### src/rtl/vx_csr_mpm_file.sv
// vx_csr_mpm_file: per-core CSR file (fcsr, counters, mscratch) with RMW ops.
// Define CSR_MPM_EN to build the mhpmcounter/mhpmevent bank.
module vx_csr_mpm_file #(
    parameter int NUM_WARPS      = 4,
    parameter int NUM_THREADS    = 4,
    parameter int NUM_COUNTERS   = 4,
    parameter int COUNTER_WIDTH  = 44,
    parameter int NUM_EVENTS     = 8,
    parameter int EVENT_CNT_BITS = 4,
    parameter int NW_BITS        = (NUM_WARPS > 1) ? $clog2(NUM_WARPS) : 1,
    parameter int CS_BITS        = $clog2(NUM_THREADS) + 1
) (
    input  logic                                 clk,
    input  logic                                 reset,
    input  logic                                 req_valid,
    output logic                                 req_ready,
    input  logic [11:0]                          req_addr,
    input  logic [NW_BITS-1:0]                   req_wid,
    input  logic [1:0]                           req_op,
    input  logic [31:0]                          req_data,
    output logic                                 rsp_valid,
    input  logic                                 rsp_ready,
    output logic [31:0]                          rsp_data,
    output logic [NW_BITS-1:0]                   rsp_wid,
    output logic                                 rsp_illegal,
    input  logic                                 busy,
    input  logic                                 commit_valid,
    input  logic [CS_BITS-1:0]                   commit_size,
    input  logic [NUM_EVENTS*EVENT_CNT_BITS-1:0] events,
    input  logic                                 fflags_valid,
    input  logic [NW_BITS-1:0]                   fflags_wid,
    input  logic [4:0]                           fflags,
    input  logic [NW_BITS-1:0]                   frm_wid,
    output logic [2:0]                           frm
);
    localparam int CW = COUNTER_WIDTH;
`ifdef CSR_MPM_EN
    localparam int EB = EVENT_CNT_BITS;
    localparam int SEL_BITS = $clog2(NUM_EVENTS + 1);
    localparam logic [31:0] INH_MASK =
        32'h5 | (((32'h1 << NUM_COUNTERS) - 32'h1) << 3);
    logic [CW-1:0]       hpm_q [NUM_COUNTERS];
    logic [CW-1:0]       hpm_d [NUM_COUNTERS];
    logic [SEL_BITS-1:0] sel_q [NUM_COUNTERS];
    logic [SEL_BITS-1:0] sel_d [NUM_COUNTERS];
`else
    localparam logic [31:0] INH_MASK = 32'h5;
    logic unused_events;
    assign unused_events = ^events;
`endif

    logic [7:0]         fcsr_q [NUM_WARPS];
    logic [7:0]         fcsr_d [NUM_WARPS];
    logic [31:0]        mscratch_q, mscratch_d;
    logic [31:0]        inhibit_q, inhibit_d;
    logic [CW-1:0]      mcycle_q, mcycle_d;
    logic [CW-1:0]      minstret_q, minstret_d;
    logic               rsp_valid_q, rsp_valid_d;
    logic [31:0]        rsp_data_q, rsp_data_d;
    logic [NW_BITS-1:0] rsp_wid_q, rsp_wid_d;
    logic               rsp_illegal_q, rsp_illegal_d;

    logic        accept, known, ro, modify, illegal, wr_en;
    logic [7:0]  cur_fcsr;
    logic [31:0] old_val, new_val;

    assign req_ready   = !rsp_valid_q || rsp_ready;
    assign accept      = req_valid && req_ready;
    assign frm         = fcsr_q[frm_wid][7:5];
    assign rsp_valid   = rsp_valid_q;
    assign rsp_data    = rsp_data_q;
    assign rsp_wid     = rsp_wid_q;
    assign rsp_illegal = rsp_illegal_q;

    // Read decode: old value, whether the address exists, and read-only flag.
    always_comb begin
        cur_fcsr = fcsr_q[req_wid];
        known    = 1'b1;
        ro       = 1'b0;
        old_val  = '0;
        case (req_addr)
            12'h001: old_val = {27'b0, cur_fcsr[4:0]};
            12'h002: old_val = {29'b0, cur_fcsr[7:5]};
            12'h003: old_val = {24'b0, cur_fcsr};
            12'h320: old_val = inhibit_q;
            12'h340: old_val = mscratch_q;
            12'hB00: old_val = mcycle_q[31:0];
            12'hB80: old_val = 32'(mcycle_q >> 32);
            12'hB02: old_val = minstret_q[31:0];
            12'hB82: old_val = 32'(minstret_q >> 32);
            12'hC00: begin old_val = mcycle_q[31:0]; ro = 1'b1; end
            12'hC80: begin old_val = 32'(mcycle_q >> 32); ro = 1'b1; end
            12'hC02: begin old_val = minstret_q[31:0]; ro = 1'b1; end
            12'hC82: begin old_val = 32'(minstret_q >> 32); ro = 1'b1; end
            12'hCC0: begin old_val = 32'(req_wid); ro = 1'b1; end
            12'hCC1: begin old_val = 32'(NUM_WARPS); ro = 1'b1; end
            default: known = 1'b0;
        endcase
        for (int i = 0; i < NUM_COUNTERS; i++) begin
`ifdef CSR_MPM_EN
            if (req_addr == 12'h323 + 12'(i)) begin
                known = 1'b1; old_val = 32'(sel_q[i]);
            end
            if (req_addr == 12'hB03 + 12'(i)) begin
                known = 1'b1; old_val = hpm_q[i][31:0];
            end
            if (req_addr == 12'hB83 + 12'(i)) begin
                known = 1'b1; old_val = 32'(hpm_q[i] >> 32);
            end
            if (req_addr == 12'hC03 + 12'(i)) begin
                known = 1'b1; ro = 1'b1; old_val = hpm_q[i][31:0];
            end
            if (req_addr == 12'hC83 + 12'(i)) begin
                known = 1'b1; ro = 1'b1; old_val = 32'(hpm_q[i] >> 32);
            end
`else
            // Bank absent: addresses stay legal, read 0, drop writes.
            if (req_addr == 12'h323 + 12'(i) || req_addr == 12'hB03 + 12'(i) ||
                req_addr == 12'hB83 + 12'(i) || req_addr == 12'hC03 + 12'(i) ||
                req_addr == 12'hC83 + 12'(i))
                known = 1'b1;
`endif
        end
    end

    assign modify  = (req_op == 2'b01) || (req_op[1] && (|req_data));
    assign illegal = !known || (ro && modify);
    assign wr_en   = accept && !illegal && modify;

    always_comb begin
        case (req_op)
            2'b01:   new_val = req_data;
            2'b10:   new_val = old_val | req_data;
            2'b11:   new_val = old_val & ~req_data;
            default: new_val = old_val;
        endcase
    end

    always_comb begin
        mscratch_d = mscratch_q;
        inhibit_d  = inhibit_q;
        mcycle_d   = inhibit_q[0] ? mcycle_q : mcycle_q + CW'(busy);
        minstret_d = (inhibit_q[2] || !commit_valid) ? minstret_q
                   : minstret_q + CW'(commit_size);
        for (int w = 0; w < NUM_WARPS; w++)
            fcsr_d[w] = fcsr_q[w];
        if (wr_en) begin
            case (req_addr)
                12'h001: fcsr_d[req_wid][4:0] = new_val[4:0];
                12'h002: fcsr_d[req_wid][7:5] = new_val[2:0];
                12'h003: fcsr_d[req_wid]      = new_val[7:0];
                12'h320: inhibit_d  = new_val & INH_MASK;
                12'h340: mscratch_d = new_val;
                12'hB00: mcycle_d   = {mcycle_q[CW-1:32], new_val};
                12'hB80: mcycle_d   = {new_val[CW-33:0], mcycle_q[31:0]};
                12'hB02: minstret_d = {minstret_q[CW-1:32], new_val};
                12'hB82: minstret_d = {new_val[CW-33:0], minstret_q[31:0]};
                default: ;
            endcase
        end
        // FPU flags are sticky and merge with a same-cycle CSR write.
        if (fflags_valid)
            fcsr_d[fflags_wid][4:0] = fcsr_d[fflags_wid][4:0] | fflags;
`ifdef CSR_MPM_EN
        for (int i = 0; i < NUM_COUNTERS; i++) begin
            sel_d[i] = sel_q[i];
            hpm_d[i] = hpm_q[i];
            if (!inhibit_q[3+i]) begin
                for (int e = 0; e < NUM_EVENTS; e++)
                    if (sel_q[i] == SEL_BITS'(e + 1))
                        hpm_d[i] = hpm_q[i] + CW'(events[e*EB +: EB]);
            end
            if (wr_en && req_addr == 12'h323 + 12'(i))
                sel_d[i] = (new_val > 32'(NUM_EVENTS)) ? '0
                         : new_val[SEL_BITS-1:0];
            if (wr_en && req_addr == 12'hB03 + 12'(i))
                hpm_d[i] = {hpm_q[i][CW-1:32], new_val};
            if (wr_en && req_addr == 12'hB83 + 12'(i))
                hpm_d[i] = {new_val[CW-33:0], hpm_q[i][31:0]};
        end
`endif
    end

    always_comb begin
        rsp_valid_d   = rsp_valid_q;
        rsp_data_d    = rsp_data_q;
        rsp_wid_d     = rsp_wid_q;
        rsp_illegal_d = rsp_illegal_q;
        if (accept) begin
            rsp_valid_d   = 1'b1;
            rsp_data_d    = illegal ? 32'h0 : old_val;
            rsp_wid_d     = req_wid;
            rsp_illegal_d = illegal;
        end else if (rsp_ready) begin
            rsp_valid_d = 1'b0;
        end
    end

    always_ff @(posedge clk or posedge reset) begin
        if (reset) begin
            for (int w = 0; w < NUM_WARPS; w++)
                fcsr_q[w] <= '0;
            mscratch_q    <= '0;
            inhibit_q     <= '0;
            mcycle_q      <= '0;
            minstret_q    <= '0;
            rsp_valid_q   <= 1'b0;
            rsp_data_q    <= '0;
            rsp_wid_q     <= '0;
            rsp_illegal_q <= 1'b0;
`ifdef CSR_MPM_EN
            for (int i = 0; i < NUM_COUNTERS; i++) begin
                hpm_q[i] <= '0;
                sel_q[i] <= '0;
            end
`endif
        end else begin
            for (int w = 0; w < NUM_WARPS; w++)
                fcsr_q[w] <= fcsr_d[w];
            mscratch_q    <= mscratch_d;
            inhibit_q     <= inhibit_d;
            mcycle_q      <= mcycle_d;
            minstret_q    <= minstret_d;
            rsp_valid_q   <= rsp_valid_d;
            rsp_data_q    <= rsp_data_d;
            rsp_wid_q     <= rsp_wid_d;
            rsp_illegal_q <= rsp_illegal_d;
`ifdef CSR_MPM_EN
            for (int i = 0; i < NUM_COUNTERS; i++) begin
                hpm_q[i] <= hpm_d[i];
                sel_q[i] <= sel_d[i];
            end
`endif
        end
    end
endmodule

### config.mk
export PLATFORM = sky130hd
export DESIGN_NAME = vx_csr_mpm_file
export DESIGN_NICKNAME = d
export VERILOG_FILES = /design/src/rtl/vx_csr_mpm_file.sv
export SDC_FILE = /design/constraint.sdc
export NUM_CORES = 1
export LEC_CHECK = 0
export BUFFER_PORTS_ARGS = -buffer_cell sky130_fd_sc_hd__buf_2
export CORE_AREA = 2 2 162 164
export DETAILED_ROUTE_END_ITERATION = 7
export DIE_AREA = 0 0 164 166
export GPL_ROUTABILITY_DRIVEN = 0
export GPL_TIMING_DRIVEN = 0
export PLACE_DENSITY = 0.69
export SLEW_MARGIN = 20
export SYNTH_ARGS = -nofsm -noshare
export SYNTH_HDL_FRONTEND = slang
export SYNTH_SLANG_ARGS = --single-unit
### constraint.sdc
create_clock -name clk -period 8.35 [get_ports clk]
set_input_delay 1.67 -clock clk [delete_from_list [all_inputs] [get_ports clk]]
set_output_delay 1.67 -clock clk [all_outputs]
set_load 0.01 [all_outputs]
# Word-level counts from Yosys, hierarchy flattened
# Index checks and enable logic that the tools add are counted.
# W data, S select, Z words.
# totals
regBits,190
latchBits,0
ram_bits,0
romBits,0
out_inout_bits,40
word_cells,152
n_memories,0
# classes
add_sub_neg,2
mul,0
div_mod_pow,0
order_cmp,5
n_eq_ne,42
shifts,0
muxes,41
bitwise,7
reduce_logical,41
# op_table
cell,count
$pmux W32 S11,1
$eq A12 B12 Y1 const B,26
$pmux W32 S3,2
$mux W44,4
$pmux W44 S2,2
$bwmux W32,4
$mux W32,3
$eq A12 B10 Y1 const B,6
$demux W8 S2,4
$bmux W8 S2,3
$mux W8,6
$add A44 B1 Y44,1
$add A44 B3 Y44,1
$and A32 B32 Y32,1
$not A32 Y32,1
$or A32 B32 Y32,1
$reduce_or A32 Y1,1
$eq A12 B2 Y1 const B,2
$logic_or A1 B1 Y1,20
$mux W5,4
$reduce_or A15 Y1,1
$eq A12 B1 Y1 const B,1
$ge A3 B3 Y1 const B,3
$not A2 Y3,3
other kinds (12),37

# Logic depth before layout (Yosys ltp)
# logic_depth
word_depth,21
mapped_depth,13

# Least setup slack after synthesis
# Ideal clock, no wire load.
# synth_path
kind,input to register
start,input req_wid[1]
end,register with a tool-made name
arrival_ps,4046
required_ps,8217
slack_ps,4171
stages,9
cell_sequence,clkbuf_1 mux4_2 and4_1 a211oi_1 nand2_1 a221o_1 a22o_1 o31ai_1 o21ai_0
# synth_rtl
element,line,rtl
"start, declared",18,"input logic [NW_BITS-1:0] req_wid,"

# Worst setup path after layout
# layout_path
start,input req_addr[7]
end,register mcycle_q[12]
# layout_between
elab_chain_len,15
word_cells_on_any_way,76
# layout_lines
element,line,rtl
"start, declared",17,"input logic [11:0] req_addr,"
"parallel branches: the longest is 15 deep, another holds $reduce_or A15 Y1",-,
"end signal, assigned",222,mcycle_q <= mcycle_d;
"end, declared",56,"logic [CW-1:0] mcycle_q, mcycle_d;"
# Parallel ways; which one is timed is not known.
# A chain may end at the register's enable or synchronous reset.

==> results.toml <==
[run_status]
outcome = "finished, violations left"
violations = "DRC"

[logic_synthesis]
synthDistinctLibCells = 92
synth_top_area_share_pct = 37.8
synth_seq_cells = 190
postSynthCellCount = 1455
yosysTopAreaCell = "dfrtp_1"
yosysSeqAreaShare_pct = 37.8
synthTopCellsByCount = "dfrtp_1, nand2_1, a21oi_1, o21ai_0, nor2_1"
synth_ff_type = "dfrtp_1"
ys_warn_count = 0
syn_avg_cell_area_um2 = 8.64
syn_area_um2 = 12600
yosysMostFrequentCell = "dfrtp_1"
synth_edf_count = 0
yosys-top-cells-area = "dfrtp_1, a21oi_1, nand2_1"
async_reset_ff_share_pct = 100
synth_nets = 1560

[worst_setup_path]
worstPathArrival_ps = 5380
worst-path-max-fanout = 10
slowest_delay_ps = 650
cp_common_cell = "clkbuf_1"
r2r_cells = 12
crit_type = "input pin to flop"
cp_cell_sequence = "buf_2, nor4_4, clkbuf_1, nand2_1, nor2_1, clkbuf_1, a222oi_1, a22oi_1, o21ai_0, a21oi_1"
crit_slowest_cell = "a22oi_1"
crit_required_ps = 8720
cp-end-kind = "flop"
cp-start-kind = "input pin"

[cells_and_area]
syn2layout_area_growth_pct = 12.8
antennaDiodeCount = 0
design_area_um2 = 14200
num-nets-final = 1678
drive_gt1_share_pct = 15.9
final_util_pct = 55.3

[timing]
rsz0062_at_grt = "no"
slew_violations = 0
post-route-min-period_ps = 5010
fmax_mhz = 200
fin_ws_ps = 3340
slew_headroom_pct = 28.7
setup_violations = 0
period_share_pct = 60.0
clock_skew_ps = 16.1
worstMarginPinSlew_ps = 1060
finalHoldViolCount = 0

[drt]
drc = 9
wl_um = 46600
route.vias.total = 13164
drt-pass1-iter-count = 8
detail-route-antenna-nets = 0
wl_per_cell_um = 24.3
vias_per_cell = 6.85
drt_iter0_drc = 1999

[place]
dpl_cell_area_um2 = 13500
port_buffers = 97
dp_hpwl_um = 34400
dpl_worst_slack_ps = 3120

[clocking]
ctsHtreeMaxLevel = 4
clock_sinks = 190
clkLatencyLatePin_ps = 440
cts_resized = 0
cts_tree = "yes"
cts_root_buf = "clkbuf_16"
post-cts-setup-buffer-count = 0
path_clk_slew_ps = 80
cts_buffers = 17
cts_hold_repair.buffers = 0
clockBufferDepth = 2

[global_routing]
grt_pass1_wl_um = 71300
grt_overflow = 0
grt_max_degree = 82
antenna_found_initial = 0
track_usage_pct = 34.1
grt_pass1_vias = 11965

[die]
chipHeight_um = 166
start_util_pct = 49.1
ios = 139
core_region_area_um2 = 25600
die_x_um = 164
rows = 59
die_area_um2 = 27200

[run]
cap_violations = 0

[min_path]
hp-class = "flop to flop"
holdPathStages = 2

[pwr]
peakVddDrop_mv = 0.122
p_leak_uw = 0.00602
power_density_nw_per_um2 = 162
-- final timing paths --
| kind | startpoint | end | slack, ps |
|---|---|---|---|
| worst max-delay path | req_addr[7] | mcycle_q[12] | 3340 |
| worst min-delay path | rsp_data[31] | rsp_data[31] | 480 |
| worst max register to register | minstret_q[0] | minstret_q[36] | 4750 |
| worst min register to register | rsp_data[31] | rsp_data[31] | 480 |
| max in group asynchronous | reset | asynchronous set/reset pin | 6420 |
| min in group asynchronous | reset | mcycle_q[5] | 1190 |
-- sequential cells by signal, indices dropped and copies added (netlist names), named ones only --
register,cells
rsp_valid,1
inhibit_q,2
rsp_data,32
fcsr_q,20
minstret_q,44
rsp_illegal,1
mcycle_q,44
rsp_wid,2
mscratch_q,32
-- where the power goes --
part / internal [uW] / leakage [uW] / switching (uW)
Combinational: 131 / 0.00321 / 217
Clock: 519 / 0.000313 / 396
Sequential: 966 / 0.00250 / 72.9
Total: 1620 / 0.00602 / 685
-- per-stage QoR --
stage | instances | power [uW] | hold WS, ps | TNS [ps]
5_1_grt | 1921 | 2380 | 507 | 0
3_3_place_gp | 1887 | 1380 | 456 | -180390
2_1_floorplan | 1455 | 1250 | 451 | 0
6_report | 1921 | 2300 | 475 | 0
3_5_place_dp | 1889 | 1390 | 467 | 0
4_1_cts | 1921 | 2290 | 483 | 0
-- per-layer routing --
metal  part of all wire [%]  up-vias  track usage [%]
met2                     44      958             49.2
met4                    3.5        0             13.3
met1                     40     6345             50.4
met5                      0        -                0
li1                       -     5742                -
met3                     13      119             6.72
-- final cells by class --
class,instances,area (um^2)
inverter,16,67.6
tap,335,419
multi-input combinational,1136,7250
timing repair buffer,99,541
fill,2338,11400
clock buffer,20,447
sequential,190,4750
buffer,113,504
clock inverter,12,193
-- kinds of logic after synthesis --
| family | synth area share, % |
|---|---|
| xor+xnor | 2.30 |
| flops | 37.8 |
| mux | 5.48 |
| fa+ha+maj | 0.657 |
| compound gates | 26.8 |
| simple gates | 22.5 |
| buf+inv | 4.49 |
-- worst max-delay path: cells and delay by family --
kind | cells | cell delay (ps)
compound gates | 4 | 1270
simple gates | 3 | 1310
buf+inv | 3 | 1110
-- placed cells by master (no fill, tap or decap), types with 18 or more instances in the layout --
cell type	instances
a31oi_1	18
dfrtp_1	190
a22o_1	23
o21ai_0	118
nand3_1	52
nand2_1	188
buf_2	131
a21oi_1	156
xnor2_1	31
clkbuf_1	70
mux2_2	24
nor2_1	76
a222oi_1	25
nand4_1	36
and3_1	31
nor3_1	22
Note: power is estimated with default switching activity, not from simulation.
